`config.mk`:
```
export PLATFORM = sky130hd
export DESIGN_NAME = ram_arbiter
export DESIGN_NICKNAME = d
export VERILOG_FILES = /design/src/rtl/ram_arb_pkg.sv /design/src/rtl/ram_arb_rd_pipe.sv /design/src/rtl/ram_arbiter.sv
export SDC_FILE = /design/constraint.sdc
export NUM_CORES = 1
export LEC_CHECK = 0
export CAP_MARGIN = 25
export CORE_UTILIZATION = 28
export DETAILED_ROUTE_END_ITERATION = 8
export PLACE_DENSITY = 0.84
export SETUP_SLACK_MARGIN = 0.5
export SLEW_MARGIN = 20
export SYNTH_ARGS = -nofsm -noshare
export SYNTH_HDL_FRONTEND = slang
export SYNTH_SLANG_ARGS = --single-unit
```
`constraint.sdc`:
```
create_clock -name clka -period 1.7 [get_ports clka]
set_input_delay 0.34 -clock clka [delete_from_list [all_inputs] [get_ports clka]]
set_output_delay 0.34 -clock clka [all_outputs]
set_load 0.02 [all_outputs]
```
`src/rtl/ram_arb_pkg.sv`:
```
// Shared types and default sizes for the two-master block-RAM arbiter.
package ram_arb_pkg;

    localparam int unsigned AW_DEF     = 8;
    localparam int unsigned DW_DEF     = 8;
    localparam int unsigned RD_LAT_DEF = 1;

    typedef logic port_id_t;

    localparam port_id_t M0 = 1'b0;
    localparam port_id_t M1 = 1'b1;

    typedef struct packed {
        logic     valid;
        port_id_t id;
    } rd_tag_t;

endpackage

```
`src/rtl/ram_arb_rd_pipe.sv`:
```
// Read-return tag pipeline: delays {valid, id} by RD_LAT clocks to match RAM read latency.
module ram_arb_rd_pipe
    import ram_arb_pkg::*;
#(
    parameter int unsigned RD_LAT = RD_LAT_DEF
) (
    input  logic    clk,
    input  logic    rst_n,
    input  rd_tag_t tag_in,
    output rd_tag_t tag_due
);

    rd_tag_t stage [RD_LAT];

    // Async clear drops any in-flight read so no response is produced for it.
    always_ff @(posedge clk or negedge rst_n) begin
        if (!rst_n) begin
            for (int i = 0; i < int'(RD_LAT); i++) begin
                stage[i] <= '0;
            end
        end else begin
            stage[0] <= tag_in;
            for (int i = 1; i < int'(RD_LAT); i++) begin
                stage[i] <= stage[i-1];
            end
        end
    end

    assign tag_due = stage[RD_LAT-1];

endmodule

```
`src/rtl/ram_arbiter.sv`:
```
// Two-master arbiter in front of a single-port block RAM; one access per clock.
// Build option: RAM_ARB_FIXED_PRIO_EN selects fixed priority (master 0 wins) instead of round-robin.
module ram_arbiter
    import ram_arb_pkg::*;
#(
    parameter int unsigned AW     = AW_DEF,
    parameter int unsigned DW     = DW_DEF,
    parameter int unsigned RD_LAT = RD_LAT_DEF
) (
    input  logic          clka,
    input  logic          rst_n,
    input  logic          m0_req,
    input  logic          m0_we,
    input  logic [AW-1:0] m0_addr,
    input  logic [DW-1:0] m0_wdata,
    output logic          m0_gnt,
    output logic          m0_rvalid,
    output logic [DW-1:0] m0_rdata,
    input  logic          m1_req,
    input  logic          m1_we,
    input  logic [AW-1:0] m1_addr,
    input  logic [DW-1:0] m1_wdata,
    output logic          m1_gnt,
    output logic          m1_rvalid,
    output logic [DW-1:0] m1_rdata,
    output logic          ram_wea,
    output logic [AW-1:0] ram_addra,
    output logic [DW-1:0] ram_dina,
    input  logic [DW-1:0] ram_douta
);

    logic    gnt0_c;
    logic    gnt1_c;
    rd_tag_t tag_in;
    rd_tag_t tag_due;

`ifdef RAM_ARB_FIXED_PRIO_EN
    // Master 0 always wins a contest; master 1 may starve during boot load.
    always_comb begin
        gnt0_c = rst_n & m0_req;
        gnt1_c = rst_n & m1_req & ~m0_req;
    end
`else
    port_id_t last_grant;

    // Grant is combinational so the winner completes in the same cycle it requests.
    always_comb begin
        gnt0_c = 1'b0;
        gnt1_c = 1'b0;
        if (rst_n) begin
            if (m0_req && m1_req) begin
                gnt0_c = (last_grant == M1);
                gnt1_c = (last_grant == M0);
            end else begin
                gnt0_c = m0_req;
                gnt1_c = m1_req;
            end
        end
    end

    always_ff @(posedge clka or negedge rst_n) begin
        if (!rst_n) begin
            last_grant <= M1;
        end else if (gnt0_c) begin
            last_grant <= M0;
        end else if (gnt1_c) begin
            last_grant <= M1;
        end
    end
`endif

    assign m0_gnt = gnt0_c;
    assign m1_gnt = gnt1_c;

    // RAM port follows the winner; parked at zero when idle.
    always_comb begin
        ram_wea   = 1'b0;
        ram_addra = '0;
        ram_dina  = '0;
        if (gnt0_c) begin
            ram_wea   = m0_we;
            ram_addra = m0_addr;
            ram_dina  = m0_wdata;
        end else if (gnt1_c) begin
            ram_wea   = m1_we;
            ram_addra = m1_addr;
            ram_dina  = m1_wdata;
        end
    end

    always_comb begin
        tag_in       = '0;
        tag_in.valid = (gnt0_c & ~m0_we) | (gnt1_c & ~m1_we);
        tag_in.id    = gnt1_c ? M1 : M0;
    end

    ram_arb_rd_pipe #(
        .RD_LAT (RD_LAT)
    ) u_rd_pipe (
        .clk     (clka),
        .rst_n   (rst_n),
        .tag_in  (tag_in),
        .tag_due (tag_due)
    );

    assign m0_rvalid = tag_due.valid & (tag_due.id == M0);
    assign m1_rvalid = tag_due.valid & (tag_due.id == M1);
    assign m0_rdata  = ram_douta;
    assign m1_rdata  = ram_douta;

endmodule

```
* Word level (Yosys, flattened, before mapping)
Cells that the tools add are included.
Widths: inputs -> output; s select.
** Cells by class
- Muxes and demuxes :: 13
- Bitwise gates (word level) :: 9
- Reduce and logical (&&, ||, !) cells :: 2
** Operators with widths (count)
- $mux 8 :: 4
- $mux 1 :: 9
- $and 1x1->1 :: 4
- $not 1->1 :: 4
- $reduce_bool 2->1 :: 1
- $logic_and 1x1->1 :: 1
- $or 1x1->1 :: 1
** Storage, ports and cells
- Bits in registers :: 3

* Logic depth before layout (Yosys ltp)
Gate-level depths: netlist (run 1).
- Depth after elaboration :: 5
- Depth in mapped cells :: 4
- Depth with buffers taken out :: 2

* Modules after synthesis
From an unflattened synthesis (run 1), not the netlist that was laid out.
** Unflattened totals
- Cells, all modules :: 92
- Area total of the unflattened synthesis :: 763.2 sq um
** By module, submodules not included
- ram_arbiter :: instances 1, cells an instance 90, area an instance 713.2 sq um, seq. area each 26.3 sq um
- ram_arb_rd_pipe :: instances 1, cells an instance 2, area an instance 50.0 sq um, seq. area each 50.0 sq um

* Worst setup path after synthesis (run 1)
No wires, ideal clock.
- Kind :: reg2out
- Start :: register last_grant
- End :: output port ram_addra[0]
- Arrival time :: 1.187 ns
- Required time :: 1.360 ns
- Setup slack :: 0.173 ns
- Cell stages (with the launch flop) :: 4
- Buffers on the path :: 1
- Cells stage by stage :: dfstp_2 > nor2b_1 > buf_2 > o32ai_2
** On the way
- Word-level cells in the longest chain between the ends :: 5
** Ends and longest elaborated chain
- start, declared :: line ram_arbiter.sv:44 : port_id_t last_grant;
- start signal, assigned :: line ram_arbiter.sv:63 : last_grant <= M1;
- start signal, assigned :: line ram_arbiter.sv:65 : last_grant <= M0;
- start signal, assigned :: line ram_arbiter.sv:67 : last_grant <= M1;
- $not 1->1 :: line ram_arbiter.sv:53 : gnt1_c = (last_grant == M0);
- $mux 1 :: line ram_arbiter.sv:51 : if (m0_req && m1_req) begin
- $mux 1 :: line ram_arbiter.sv:50 : if (rst_n) begin
- $mux 8 :: line ram_arbiter.sv:84 : end else if (gnt1_c) begin
- $mux 8 * :: line ram_arbiter.sv:80 : if (gnt0_c) begin
- end, declared :: line ram_arbiter.sv:27 : output logic [AW-1:0] ram_addra,
Every way passes the cells marked *; elsewhere a longest branch is shown, timed or not.

* Final worst setup path (run 1)
- Start :: register last_grant
- End :: output port ram_addra[4]
The elaborated chain is that of the path after synthesis.

==> impl_metrics.csv, run 1 <==
group,metric,value,unit
synth,netlist_top_cells_area,"sky130_fd_sc_hd__o32ai_2 (38%), sky130_fd_sc_hd__buf_4 (18%), sky130_fd_sc_hd__nand2_1 (17%)",
synth,synth_fp_nets,138,
critical_path,crit_path_cell_chain,"nor2b_4, buf_6, buf_12, o32ai_4, buf_6",
synth,synthCells,92,
sta,timing.final.max_slew_violations,0,
clocking,htreeDepth,1,
cells_and_area,diodes,0,
sta,fin_skew,0.00282,ns
synth,synth_sequential_area_ratio,10.0,%
route,drt_wl_total,3400,um
synth,synthesis.area_per_instance,8.30,sq um
cells_and_area,post_route_cells_drive_above_1_share,45.1,%
placed_design,dp_worst_setup_slack,-0.719,ns
synth,yosys_register_bits,3,
grt,grt_pass1_wl,4580,um
grt,grt_antenna_before_repair,0,
die,starting_density_of_the_core,30.3,%
cells_and_area,n_fill_cell,198,
route,drt-vias-per-instance,5.28,
route,route.vias.total,918,
die,placeableCoreArea,2520,sq um
clocking,tritoncts,"built",
sta,final_period_minus_worst_setup_slack,1.85,ns
route,route.detailed.drc,0,
sta,unrepaired_setup_endpoints_after_global_routing,"true",
synth,yosysTopAreaCellShare,38.4,%
sta,fin_worst_hold_slack,0.355,ns
synth,ys_async_sr_fraction,100,%
clocking,cts_hold_repair.buffers,0,
critical_path,cell_with_the_biggest_individual_delay_on_the_critical_path,"sky130_fd_sc_hd__dfstp_2",
die,pin_count,83,
cells_and_area,nets_final,191,
die,chipWidth,54.2,um
clocking,numCtsBuffers,3,
sta,fmax,0.539,GHz
clocking,clkTransAtPathRegs,0.04,ns
route,wire_per_inst,19.5,um
grt,track_usage,22.6,%
sta,setup_ws,-0.154,ns
clocking,tritoncts_num_sinks,3,
synth,synth_area,763,sq um
cells_and_area,multiInputGateArea,702,sq um
sta,hold_viol_final,0,
synth,synth.yosys.warnings,0,
grt,grt_pass1_vias,922,
placed_design,detailed_place_hpwl,2060,um
die,die_height,54.2,um
cells_and_area,synthToLayoutAreaGrowth,126,%
sta,final_min_period_over_clock_period,109,%
critical_path,worstPathMaxFanout,7,
power_and_ir_drop,ir_drop_worst_vdd,480,uV
critical_path,timing.critical_path.required,1.36,ns
synth,yosysUniqueCellTypes,16,
grt,grt_max_degree,20,
sta,setup_violations,19,
critical_path,cp_common_cell,"sky130_fd_sc_hd__buf_6",
power_and_ir_drop,pwr_density_cell,500,nW/um^2
synth,yosys_most_used_dff,"sky130_fd_sc_hd__dfrtp_1",
synth,synth_top_cell_by_area,"sky130_fd_sc_hd__o32ai_2",
power_and_ir_drop,total_leakage_power,0.649,nW
hold_path,timing.hold.worst.class,"in2async",
route,detail_route.iter0.violations,19,
route,dr.pass1.iters,4,
critical_path,critPathLaunchType,"flip-flop",
status,violations,"negative setup slack",
placed_design,globalplace.congestion,0.727,
clocking,clk-insertion-delay-late,0.24,ns
critical_path,timing.critical_path.to_type,"output port",
cells_and_area,regArea,76.3,sq um
sta,max_slew.worst_pin.slew,0.247,ns
placed_design,buffer_ports.inserted,58,
critical_path,timing.critical_path.arrival,1.51,ns
run,drv.max_cap_violation_count,0,
grt,grt.overflow.total,0,
critical_path,setup.worst_path.class,"reg2out",
critical_path,critPathMaxStageDelay,0.55,ns
synth,synth.cells.most_frequent,"sky130_fd_sc_hd__nand2_1 (35), sky130_fd_sc_hd__buf_4 (18), sky130_fd_sc_hd__o32ai_2 (18)",
synth,yosysMostFrequentCell,"sky130_fd_sc_hd__nand2_1",
die,die_area,2940,sq um
clocking,ctsLongestPathBuffers,2,
sta,slew-limit-headroom,83.6,%
synth,synth-edff-count,0,
clocking,cts_root_buffer,"sky130_fd_sc_hd__clkbuf_4",
die,floorplan.rows,18,
status,status,"finished, violations left",
route,antenna_left,0,
[critical path, delay by kind of cell (launching register included)]
family                 cells  cell delay, ns
DFF                        1            0.55
buffers and inverters      3            0.42
AOI/OAI and AO/OA          1            0.24
and+or+nand+nor            1            0.07
[state kept, by name (all words and copies together), names as in the netlist]
register           count
last_grant             1
u_rd_pipe.tag_due      2
[timing repair]
action,in CTS,in global routing
endpoints found under the setup margin,24,22
cloned,3,0
pin swaps,2,1
resized for setup,134,4
setup buffers,3,1
hold endpoints to repair,0,0
[layout make-up]
type	count	share of cell area (%)
Sequential cell	3	4.42
Timing Repair Buffer	73	50.8
Tap cell	30	2.17
Inverter	2	0.435
Clock buffer	4	1.52
Multi-Input combinational cell	62	40.7
[layout by cell type (no fill, tap or decap), drive strengths merged]
cell / instances
dfrtp: 2
clkbuf: 4
clkdlybuf4s15: 1
nor2: 2
buf: 35
and2: 1
bufbuf: 1
a22o: 1
inv: 2
nand2: 35
o32ai: 18
clkdlybuf4s50: 34
a21bo: 1
dlygate4sd2: 2
dfstp: 1
nor2b: 2
nand2b: 2
[where the power goes]
| group | switching (mW) | internal, mW | total [mW] |
|---|---|---|---|
| clock network | 0.0390 | 0.0881 | 0.127 |
| registers | 0.0100 | 0.0837 | 0.0937 |
| logic | 0.288 | 0.355 | 0.643 |
[stage by stage]
step	total power, mW	std cells	area (sq um)	util, %	TNS, ns
floorplan	0.469	92	993	-	0
global placement	0.618	163	1540	61.1	-12.65
detailed placement	0.631	163	1540	61.1	-13.13
CTS	0.848	173	1710	67.7	-2.10
global route	0.907	174	1730	68.5	-3.33
finish	0.864	174	1730	68.5	-2.43
[logic make-up after synthesis]
family,Yosys count,share of synthesized area (%)
AND/OR/NAND/NOR,42,22.6
AO/OA/AOI/OAI,20,40.8
buffers and inverters,27,26.6
flip-flops,3,10.0
[routing by layer]
| layer | part of all wire, % | track usage (%) |
|---|---|---|
| met1 | 35 | 23.9 |
| met2 | 53 | 43.5 |
| met3 | 10 | 4.72 |
| met4 | 2.5 | 7.26 |
| met5 | 0 | 0 |
[worst paths after layout]
kind | cells past startpoint | to | slack [ns] | startpoint
max | 5 | ram_addra[4] | -0.15 | last_grant
min | 3 | u_rd_pipe.tag_due[1] | 0.35 | rst_n
max reg2reg | 4 | u_rd_pipe.tag_due[1] | 0.44 | last_grant
min reg2reg | 2 | last_grant | 0.73 | last_grant
max in group asynchronous | 3 | last_grant | 1.15 | rst_n
min in group clka | 0 | m0_rdata[2] | 0.68 | ram_douta[2]
Power figures use the tool's default switching activity.
==> run 2: changes to the inputs <==
--- a/config.mk
+++ b/config.mk
@@ -5,7 +5,7 @@
 export SDC_FILE = /design/constraint.sdc
 export NUM_CORES = 1
 export LEC_CHECK = 0
-export CAP_MARGIN = 25
+export CAP_MARGIN = 0
 export CORE_UTILIZATION = 28
 export DETAILED_ROUTE_END_ITERATION = 8
 export PLACE_DENSITY = 0.84
==> results of run 2 <==
The final DEF is identical to that of run 1; final timing and power are the same.
==> run 3: changes to the inputs <==
--- a/config.mk
+++ b/config.mk
@@ -6,6 +6,7 @@
 export NUM_CORES = 1
 export LEC_CHECK = 0
 export CAP_MARGIN = 0
+export CORE_MARGIN = 1
 export CORE_UTILIZATION = 28
 export DETAILED_ROUTE_END_ITERATION = 8
 export PLACE_DENSITY = 0.84
==> results of run 3 <==
The final DEF is identical to that of run 1; final timing and power are the same.
